$ cat config.mk
export PLATFORM = sky130hd
export DESIGN_NAME = lsu_align_unit
export DESIGN_NICKNAME = d
export VERILOG_FILES = /design/src/rtl/lsu_align_unit.sv
export SDC_FILE = /design/constraint.sdc
export NUM_CORES = 1
export LEC_CHECK = 0
export ABC_AREA = 1
export ABC_CLOCK_PERIOD_IN_PS = 3000
export BUFFER_PORTS_ARGS = -buffer_cell sky130_fd_sc_hd__buf_4
export CORE_ASPECT_RATIO = 0.9
export CORE_MARGIN = 1.5
export CORE_UTILIZATION = 52
export DETAILED_ROUTE_END_ITERATION = 8
export GPL_TIMING_DRIVEN = 0
export HOLD_SLACK_MARGIN = 0.06
export PLACE_DENSITY = 0.83
export SLEW_MARGIN = 20
export SYNTH_ARGS = -nofsm -noshare
export SYNTH_HDL_FRONTEND = slang
export SYNTH_SLANG_ARGS = --single-unit
$ cat constraint.sdc
create_clock -name clk -period 3 [get_ports clk]
set_clock_uncertainty 0.2 [all_clocks]
set_input_delay 0.3 -clock clk [delete_from_list [all_inputs] [get_ports clk]]
set_output_delay 0.3 -clock clk [all_outputs]
set_load 0.05 [all_outputs]
$ cat src/rtl/lsu_align_unit.sv
`default_nettype none
// +----------------------------------------------------------------------------+
// | Module   : lsu_align_unit                                                  |
// | Purpose  : Load/store alignment unit between the core memory stage and a   |
// |            word-wide data memory port. Builds byte enables and lane-placed |
// |            store data, extracts and extends load data, and sequences one   |
// |            or two bus beats through a req/ack handshake.                   |
// | Options  : define LSU_MISALIGN_SPLIT_EN to execute misaligned accesses     |
// |            (two beats when the access crosses a word boundary); without it |
// |            every misaligned access completes with rsp_fault and no beat.   |
// | Revision : 1.0 - initial release                                           |
// +----------------------------------------------------------------------------+
module lsu_align_unit #(
    parameter int XLEN = 32,
    parameter int NB   = XLEN / 8
) (
    input  logic            clk,
    input  logic            reset,
    input  logic            req_valid,
    output logic            req_ready,
    input  logic            req_store,
    input  logic [2:0]      req_funct3,
    input  logic [XLEN-1:0] req_addr,
    input  logic [XLEN-1:0] req_wdata,
    output logic            rsp_valid,
    output logic [XLEN-1:0] rsp_rdata,
    output logic            rsp_fault,
    output logic            mem_req,
    output logic            mem_we,
    output logic [XLEN-1:0] mem_addr,
    output logic [NB-1:0]   mem_be,
    output logic [XLEN-1:0] mem_wdata,
    input  logic [XLEN-1:0] mem_rdata,
    input  logic            mem_ack
);

    // Byte-offset width and a width wide enough to hold offset + size.
    localparam int c_OFFW   = $clog2(NB);
    localparam int c_SUMW   = c_OFFW + 2;
    localparam bit c_XLEN64 = (XLEN == 64);

    localparam logic [1:0] c_ST_IDLE  = 2'd0;
    localparam logic [1:0] c_ST_BEAT0 = 2'd1;
`ifdef LSU_MISALIGN_SPLIT_EN
    localparam logic [1:0] c_ST_BEAT1 = 2'd2;
`endif
    localparam logic [1:0] c_ST_RESP  = 2'd3;

    // Mask the assembled bytes to the access size, then sign- or zero-extend.
    function automatic logic [XLEN-1:0] f_extend(input logic [XLEN-1:0] a,
                                                 input logic [2:0]      f3);
        logic [XLEN-1:0] mask;
        logic            sign;
        int              nbits;
        nbits = 8 << f3[1:0];
        mask  = (f3[1:0] == 2'b11) ? '1 : ((XLEN'(1) << nbits) - XLEN'(1));
        sign  = (|(a & (XLEN'(1) << (nbits - 1)))) & ~f3[2];
        return (a & mask) | (sign ? ~mask : '0);
    endfunction

    logic [1:0]        r_state;
    logic              r_store;
    logic [2:0]        r_f3;
    logic [c_OFFW-1:0] r_off;
    logic              r_req_ready;
    logic              r_rsp_valid;
    logic [XLEN-1:0]   r_rsp_rdata;
    logic              r_rsp_fault;
    logic              r_mem_req;
    logic              r_mem_we;
    logic [XLEN-1:0]   r_mem_addr;
    logic [NB-1:0]     r_mem_be;
    logic [XLEN-1:0]   r_mem_wdata;

    logic [1:0]        w_szl;
    logic [c_OFFW-1:0] w_off;
    logic [c_SUMW-1:0] w_size;
    logic              w_legal;
    logic              w_fault;
    logic [NB-1:0]     w_be0;
    logic [XLEN-1:0]   w_rd0;
    logic [XLEN-1:0]   w_final;
    logic [XLEN-1:0]   w_ext;

    assign w_szl  = req_funct3[1:0];
    assign w_off  = req_addr[c_OFFW-1:0];
    assign w_size = c_SUMW'(1) << w_szl;

    // funct3 legality; doubleword forms exist only on a 64-bit datapath.
    always_comb begin
        w_legal = 1'b0;
        if (req_store) begin
            case (req_funct3)
                3'b000, 3'b001, 3'b010: w_legal = 1'b1;
                3'b011:                 w_legal = c_XLEN64;
                default:                w_legal = 1'b0;
            endcase
        end else begin
            case (req_funct3)
                3'b000, 3'b001, 3'b010, 3'b100, 3'b101: w_legal = 1'b1;
                3'b011, 3'b110:                         w_legal = c_XLEN64;
                default:                                w_legal = 1'b0;
            endcase
        end
    end

    // First-beat byte enables: size lanes starting at the byte offset, clipped to the word.
    always_comb begin
        w_be0 = '0;
        for (int i = 0; i < NB; i++) begin
            w_be0[i] = (i >= int'(w_off)) && (i < int'({2'b00, w_off} + w_size));
        end
    end

    // Beat-0 read bytes moved down to lane 0.
    assign w_rd0 = mem_rdata >> {r_off, 3'b000};

`ifdef LSU_MISALIGN_SPLIT_EN
    logic              r_cross;
    logic [XLEN-1:0]   r_wdata;
    logic [XLEN-1:0]   r_asm;
    logic              w_cross;
    logic [c_SUMW-1:0] w_rsize;
    logic [c_SUMW-1:0] w_rsh;
    logic [NB-1:0]     w_be1;
    logic [XLEN-1:0]   w_wd1;
    logic [XLEN-1:0]   w_asm1;

    // Misaligned accesses are executed; only the word crossing matters.
    assign w_cross = ({2'b00, w_off} + w_size) > c_SUMW'(NB);
    assign w_fault = ~w_legal;

    // Second beat: remaining lanes from lane 0, store data continues where beat 0 stopped.
    assign w_rsize = c_SUMW'(1) << r_f3[1:0];
    assign w_rsh   = c_SUMW'(NB) - {2'b00, r_off};
    assign w_wd1   = r_wdata >> {w_rsh, 3'b000};
    assign w_asm1  = r_asm | (mem_rdata << {w_rsh, 3'b000});

    // Second-beat byte enables: the (off + size - NB) low lanes.
    always_comb begin
        w_be1 = '0;
        for (int i = 0; i < NB; i++) begin
            w_be1[i] = (i + NB) < int'({2'b00, r_off} + w_rsize);
        end
    end

    assign w_final = (r_state == c_ST_BEAT1) ? w_asm1 : w_rd0;
`else
    logic [c_OFFW-1:0] w_amask;
    logic              w_misal;

    // Without splitting, any address not a multiple of the size is rejected.
    assign w_amask = c_OFFW'(w_size - c_SUMW'(1));
    assign w_misal = |(w_off & w_amask);
    assign w_fault = ~w_legal | w_misal;
    assign w_final = w_rd0;
`endif

    assign w_ext = f_extend(w_final, r_f3);

    // Access sequencer: accept, run the bus beat(s), pulse the response.
    always_ff @(posedge clk) begin
        if (reset) begin
            r_state     <= c_ST_IDLE;
            r_store     <= 1'b0;
            r_f3        <= 3'b000;
            r_off       <= '0;
            r_req_ready <= 1'b1;
            r_rsp_valid <= 1'b0;
            r_rsp_rdata <= '0;
            r_rsp_fault <= 1'b0;
            r_mem_req   <= 1'b0;
            r_mem_we    <= 1'b0;
            r_mem_addr  <= '0;
            r_mem_be    <= '0;
            r_mem_wdata <= '0;
`ifdef LSU_MISALIGN_SPLIT_EN
            r_cross     <= 1'b0;
            r_wdata     <= '0;
            r_asm       <= '0;
`endif
        end else begin
            r_rsp_valid <= 1'b0;
            r_rsp_fault <= 1'b0;
            r_rsp_rdata <= '0;
            case (r_state)
                c_ST_IDLE: begin
                    if (req_valid) begin
                        r_store     <= req_store;
                        r_f3        <= req_funct3;
                        r_off       <= w_off;
                        r_req_ready <= 1'b0;
`ifdef LSU_MISALIGN_SPLIT_EN
                        r_cross     <= w_cross;
                        r_wdata     <= req_wdata;
`endif
                        if (w_fault) begin
                            r_state     <= c_ST_RESP;
                            r_rsp_valid <= 1'b1;
                            r_rsp_fault <= 1'b1;
                        end else begin
                            r_state     <= c_ST_BEAT0;
                            r_mem_req   <= 1'b1;
                            r_mem_we    <= req_store;
                            r_mem_addr  <= {req_addr[XLEN-1:c_OFFW], {c_OFFW{1'b0}}};
                            r_mem_be    <= w_be0;
                            r_mem_wdata <= req_wdata << {w_off, 3'b000};
                        end
                    end
                end
                c_ST_BEAT0: begin
                    if (mem_ack) begin
`ifdef LSU_MISALIGN_SPLIT_EN
                        if (r_cross) begin
                            r_asm       <= w_rd0;
                            r_state     <= c_ST_BEAT1;
                            r_mem_addr  <= r_mem_addr + XLEN'(NB);
                            r_mem_be    <= w_be1;
                            r_mem_wdata <= w_wd1;
                        end else begin
                            r_state     <= c_ST_RESP;
                            r_mem_req   <= 1'b0;
                            r_mem_we    <= 1'b0;
                            r_mem_be    <= '0;
                            r_rsp_valid <= 1'b1;
                            r_rsp_rdata <= r_store ? '0 : w_ext;
                        end
`else
                        r_state     <= c_ST_RESP;
                        r_mem_req   <= 1'b0;
                        r_mem_we    <= 1'b0;
                        r_mem_be    <= '0;
                        r_rsp_valid <= 1'b1;
                        r_rsp_rdata <= r_store ? '0 : w_ext;
`endif
                    end
                end
`ifdef LSU_MISALIGN_SPLIT_EN
                c_ST_BEAT1: begin
                    if (mem_ack) begin
                        r_state     <= c_ST_RESP;
                        r_mem_req   <= 1'b0;
                        r_mem_we    <= 1'b0;
                        r_mem_be    <= '0;
                        r_rsp_valid <= 1'b1;
                        r_rsp_rdata <= r_store ? '0 : w_ext;
                    end
                end
`endif
                c_ST_RESP: begin
                    r_state     <= c_ST_IDLE;
                    r_req_ready <= 1'b1;
                end
                default: begin
                    r_state     <= c_ST_IDLE;
                    r_req_ready <= 1'b1;
                end
            endcase
        end
    end

    assign req_ready = r_req_ready;
    assign rsp_valid = r_rsp_valid;
    assign rsp_rdata = r_rsp_rdata;
    assign rsp_fault = r_rsp_fault;
    assign mem_req   = r_mem_req;
    assign mem_we    = r_mem_we;
    assign mem_addr  = r_mem_addr;
    assign mem_be    = r_mem_be;
    assign mem_wdata = r_mem_wdata;

endmodule
`default_nettype wire

# Yosys cells after proc, flatten, opt, wreduce, memory -nomap -nowiden
# Cells that the tools add are included.
# totals
latch_bits	0
n_memories	0
mem_bits_rw	0
romBits	0
wordCells	95
regBits	111
# classes
n_shift	6
order_cmp	7
n_eq_ne	9
n_addsub	4
muxes	26
multipliers	0
n_reduce_logical	17
n_bitwise	13
n_div	0
# ops
op	count
AND 32 bit	2
two-way mux 32 bit	2
left shift 1 x 32 -> 32 bit, first input constant	2
less-than comparator 1 x 32 -> 1 bit, first input constant	1
less-than comparator 2 x 32 -> 1 bit, first input constant	1
less-than comparator 3 x 32 -> 1 bit, first input constant	1
NOT 32 bit	1
OR 32 bit	1
OR reduction 32 bit	1
left shift 32 x 5 -> 32 bit	1
left shift 4 x 2 -> 32 bit, first input constant	1
>> shifter 32 x 5 -> 32 bit	1
subtractor 32 x 1 -> 32 bit, second input constant	1
subtractor 32 x 2 -> 32 bit, second input constant	1
two-way mux 1 bit	12
two-way mux 4 bit	3
one-hot mux 1 bit (2 select lines)	4
one-hot mux 4 bit (2 select lines)	1
equality test 3 bit, second input constant	2
two-way mux 2 bit	3
inequality test 2 bit, second input constant	3
NOT 1 bit	6
AND reduction 2 bit	3
adder 2 x 4 -> 5 bit	1
other kinds (23)	27

# Depth between registers and ports, before layout
# depth
depth_word	9
ltp_mapped	10

# Least setup slack after synthesis
# Ideal clock, no wire load.
# synth_timing
kind	in2reg
startpoint	input req_funct3[0]
endpoint	register r_mem_wdata[24], in the netlist mem_wdata[24]
path_slack_ps	1386
cell_stages	10
setup_time_ps	116
arrival_time_ps	1298
cell_sequence	nor2_1 -> inv_1 -> ha_1 -> inv_1 -> nand2_2 -> nor2_4 -> inv_2 -> buf_2 -> nor2_1 -> nor2_1
# synth_via
elab_chain_len	8
# synth_rtl
item	line	source
start: declaration	22	input logic [2:0] req_funct3,
equality test 3 x 1 -> 1 bit, or another cell as far along	93, 99	
OR reduction 5 bit / OR reduction 3 bit (equally long branches)	99, 93	
two-way mux 1 bit, on equally long branches	99, 93	
two-way mux 1 bit	92	if (req_store) begin
NOT 1 bit	155	assign w_fault = ~w_legal | w_misal;
OR 1 bit *	155	
NOT 1 bit (no source line) *	--	
AND reduction 3 bit (no source line) *	--	
end signal: assignment	207	r_mem_wdata <= req_wdata << {w_off, 3'b000};
end: declaration	73	logic [XLEN-1:0] r_mem_wdata;
# Every way passes the cells marked *; elsewhere a longest branch is shown, timed or not.
# A chain may end at the register's enable or synchronous reset.

# Worst setup path after layout
# layout_timing
startpoint	input req_funct3[1]
endpoint	register r_mem_addr[25], in the netlist mem_addr[25]
# layout_via
elab_chain_len	8
# layout_rtl
item	line	source
equality test 3 x 1 -> 1 bit, or another cell as far along	93, 99	
OR reduction 5 bit / OR reduction 3 bit (equally long branches)	99, 93	
two-way mux 1 bit, on equally long branches	99, 93	
two-way mux 1 bit	92	
NOT 1 bit	155	
OR 1 bit *	155	
NOT 1 bit (no source line) *	--	
AND reduction 3 bit (no source line) *	--	
end signal: assignment	205	r_mem_addr <= {req_addr[XLEN-1:c_OFFW], {c_OFFW{1'b0}}};
end: declaration	71	logic [XLEN-1:0] r_mem_addr;
# Marks and branches as above.

==> out/results.ini <==
[grt]
grt.total_usage_pct=34.6
grt_max_degree=20
grt_pass1_vias=5692
grt_pass1_wl_mm=27.3
antenna_found_initial=0
overflow=0

[power_and_ir_drop]
power_density_mw_per_mm2=483
power_mw=3.52
p_seq_share_pct=45.0
peakVddDrop_uv=400
power_leakage_nw=3.46
p_sw_mw=1.23
power_frac_clock_pct=26.6
p_sw_share_pct=35.0
power.internal_mw=2.29
p_comb_share_pct=28.4

[synth]
synth.distinct_cells=32
yosysSeqAreaShare_pct=44.8
yosysMostFrequentCell=nand2_1
async_flop_share_pct=0
netlist_area_mm2=0.00496
yosysTopAreaCellShare_pct=44.8
ys.flop_type=dfxtp_1
synth_top_area_cell=dfxtp_1
yosys_warnings=0
synth_commonest_cells=nand2_1 (166), nor2_1 (113), dfxtp_1 (111), o21ai_0 (77), nand3_1 (37)
synth.avg_cell_area_um2=7.19
synth-edff-count=0
ys_ff_latch=111
syn-instance-count=690
synthTopCellsByArea=dfxtp_1 (45%), nand2_1 (13%), nor2_1 (8.5%)

[cts]
clk_latency_ns=0.37
numCtsBuffers=9
clock-sinks=111
clk_path_buf_depth=2
htreeDepth=3
clockRootBuffer=clkbuf_8
tritoncts=built
post_cts_resized=0
clk_pin_slew_ns=0.11

[sta]
finalSetupTns_ns=0
max_freq_mhz=441
period_share_pct=75.5
setup_viol=0
hold_violations=0
final_max_slew_viol_count=0
timing.final.ws_setup_ns=0.735
period_minus_slack_ns=2.27
worst_slew_pin_slew_ns=0.575
relSlewSlack_pct=61.6
rsz0062_at_grt=false

[setup_path]
worst_setup_path_start_kind=input port
r2r_setup_slack_ns=1.14
rr_startpoint=r_state[0]
cp-end-kind=flop
worstPathRequired_ns=3.07
critPathBufInv=6
cpPeakStageDelay_ns=0.56
cp_common_cell=nor2_1
cp_data_arrival_time_ns=2.33
crit_start=req_funct3[1]
reg2reg_to=mem_addr[25]
cp_max_fo=10
worstPathCellList=dlygate4sd3_1, buf_4, nor2_1, inv_1, ha_1, inv_1, nand2_2, nor2_4, inv_2, buf_2, nor2_1, nor2_1
criticalPathCategory=input port to flop
worstRegToRegCells=9
cpMaxStageDelayCell=dlygate4sd3_1
critPathTopFamily=buffers and inverters
cp.depth=12

[route]
drcViolationCount=0
wl_per_cell_um=16.4
routed-via-count=5769
viasPerCell=5.36
drt_iter0_drc=347
wirelength_mm=17.7
antenna_left=0
drtPass1Iterations=5

[flow_run]
cap_violations=0

[finish]
fin_nets=1059
diodes=0
fill_cells=620
drive_gt1_share_pct=30.8
design_area_mm2=0.00730
syn_to_final_growth_pct=47.1
final_cells=1077

[hold_path]
hold-path-endpoint=mem_wdata[3]
whs_path_depth=5
min_from=req_wdata[3]
min_path_type=input port to flop

[placed_design]
dp_cells=1019
dp_hpwl_mm=12.4
port_buffers=206
place_area_mm2=0.00666
place.gp.congestion=0.950
dp_slack_ns=0.994

[die]
coreArea_mm2=0.00921
fp.dieH_um=95.7
start_util_pct=53.9
rows=33
die-area_mm2=0.0101
ioPinCount=209
die_w_um=106

[status]
outcome=finished clean

power by group through the flow:
stage               clock network [mW]  registers, mW  logic [mW]
global placement                     0           1.61       0.912
CTS                              0.937           1.58       0.974
floorplan                            0           1.82       0.388
detailed placement                   0           1.61       0.926
global route                      1.00           1.59        1.06
finish                           0.936           1.59       0.999
timing repair:
| item | 4_1_cts | 5_1_grt |
|---|---|---|
| hold buffers | 43 | 0 |
| setup endpoints to repair | 0 | 0 |
| buffers inserted | 0 | 0 |
| endpoints found under the hold margin | 45 | 0 |
flip-flops by register name, indices dropped and copies added, names as in the netlist:
signal,cells
mem_wdata,32
rsp_rdata,32
mem_addr,30
mem_be,4
r_f3,3
r_off,2
r_state,2
mem_req,1
mem_we,1
r_store,1
req_ready,1
rsp_fault,1
rsp_valid,1
cells by family (layout without fill, tap and decap cells):
kind of cell / after synthesis / after routing / synth area share [%]
buffers and inverters: 83 / 347 / 7.92
and+or+nand+nor: 339 / 339 / 28.6
DFF: 111 / 111 / 44.8
other: 1 / 2 / 0.0756
adders and majority gates: 4 / 4 / 1.16
AOI/OAI and AO/OA: 152 / 152 / 17.5
how the worst max path moves through the flow:
stage                               end
after floorplan           mem_wdata[24]
after global placement    mem_wdata[26]
after detailed placement  mem_wdata[26]
after CTS                 mem_wdata[26]
after global routing      mem_wdata[26]
final                      mem_addr[25]
layout by cell type, fill, tap and decap left out, types with 2 or more instances in the layout:
cell type,count
inv_1,31
nand2_2,4
nor2_2,10
nand3_1,37
ha_1,3
nand2_1,166
dlygate4sd3_1,43
nor2_4,2
a21oi_1,34
buf_1,2
nor2_1,113
clkbuf_1,19
inv_8,2
clkbuf_8,9
o21bai_1,2
conb_1,2
buf_6,6
dfxtp_1,111
nand3_2,2
o21ai_1,6
inv_2,5
buf_2,15
o21ai_0,77
buf_4,210
a31oi_1,7
a21oi_2,22
o211ai_1,3
worst min-delay path: cells and delay by family:
kind	cells	cell delay, ns
AOI/OAI and AO/OA	1	0.05
and+or+nand+nor	2	0.11
buffers and inverters	2	0.15
through the flow:
stage / utilization, % / hold WS (ns)
after global placement: 72.4 / 0.250
after CTS: 79.2 / 0.0769
after floorplan: - / 0.195
after detailed placement: 72.4 / 0.254
final: 79.2 / 0.0761
after global routing: 79.2 / 0.0876
metal layers:
layer,vias to the layer above,wire length [µm],share of wire [%],global-route usage (%)
met5,-,0,0,0
met4,0,684,3.9,16.9
met3,64,1720,9.7,10.7
met2,345,8740,50,61.5
met1,2624,6510,37,38.0
li1,2736,-,-,-
area by class of cell:
type / count / area (µm²) / share of cell area, %
clock inverter: 6 / 77.6 / 1.06
sequential: 111 / 2220 / 30.5
multi-input combinational: 497 / 2350 / 32.2
inverter: 37 / 141 / 1.94
tap: 122 / 153 / 2.09
buffer: 46 / 251 / 3.45
clock buffer: 9 / 124 / 1.70
timing repair buffer: 249 / 1980 / 27.1
(Power assumes the default switching activity.)
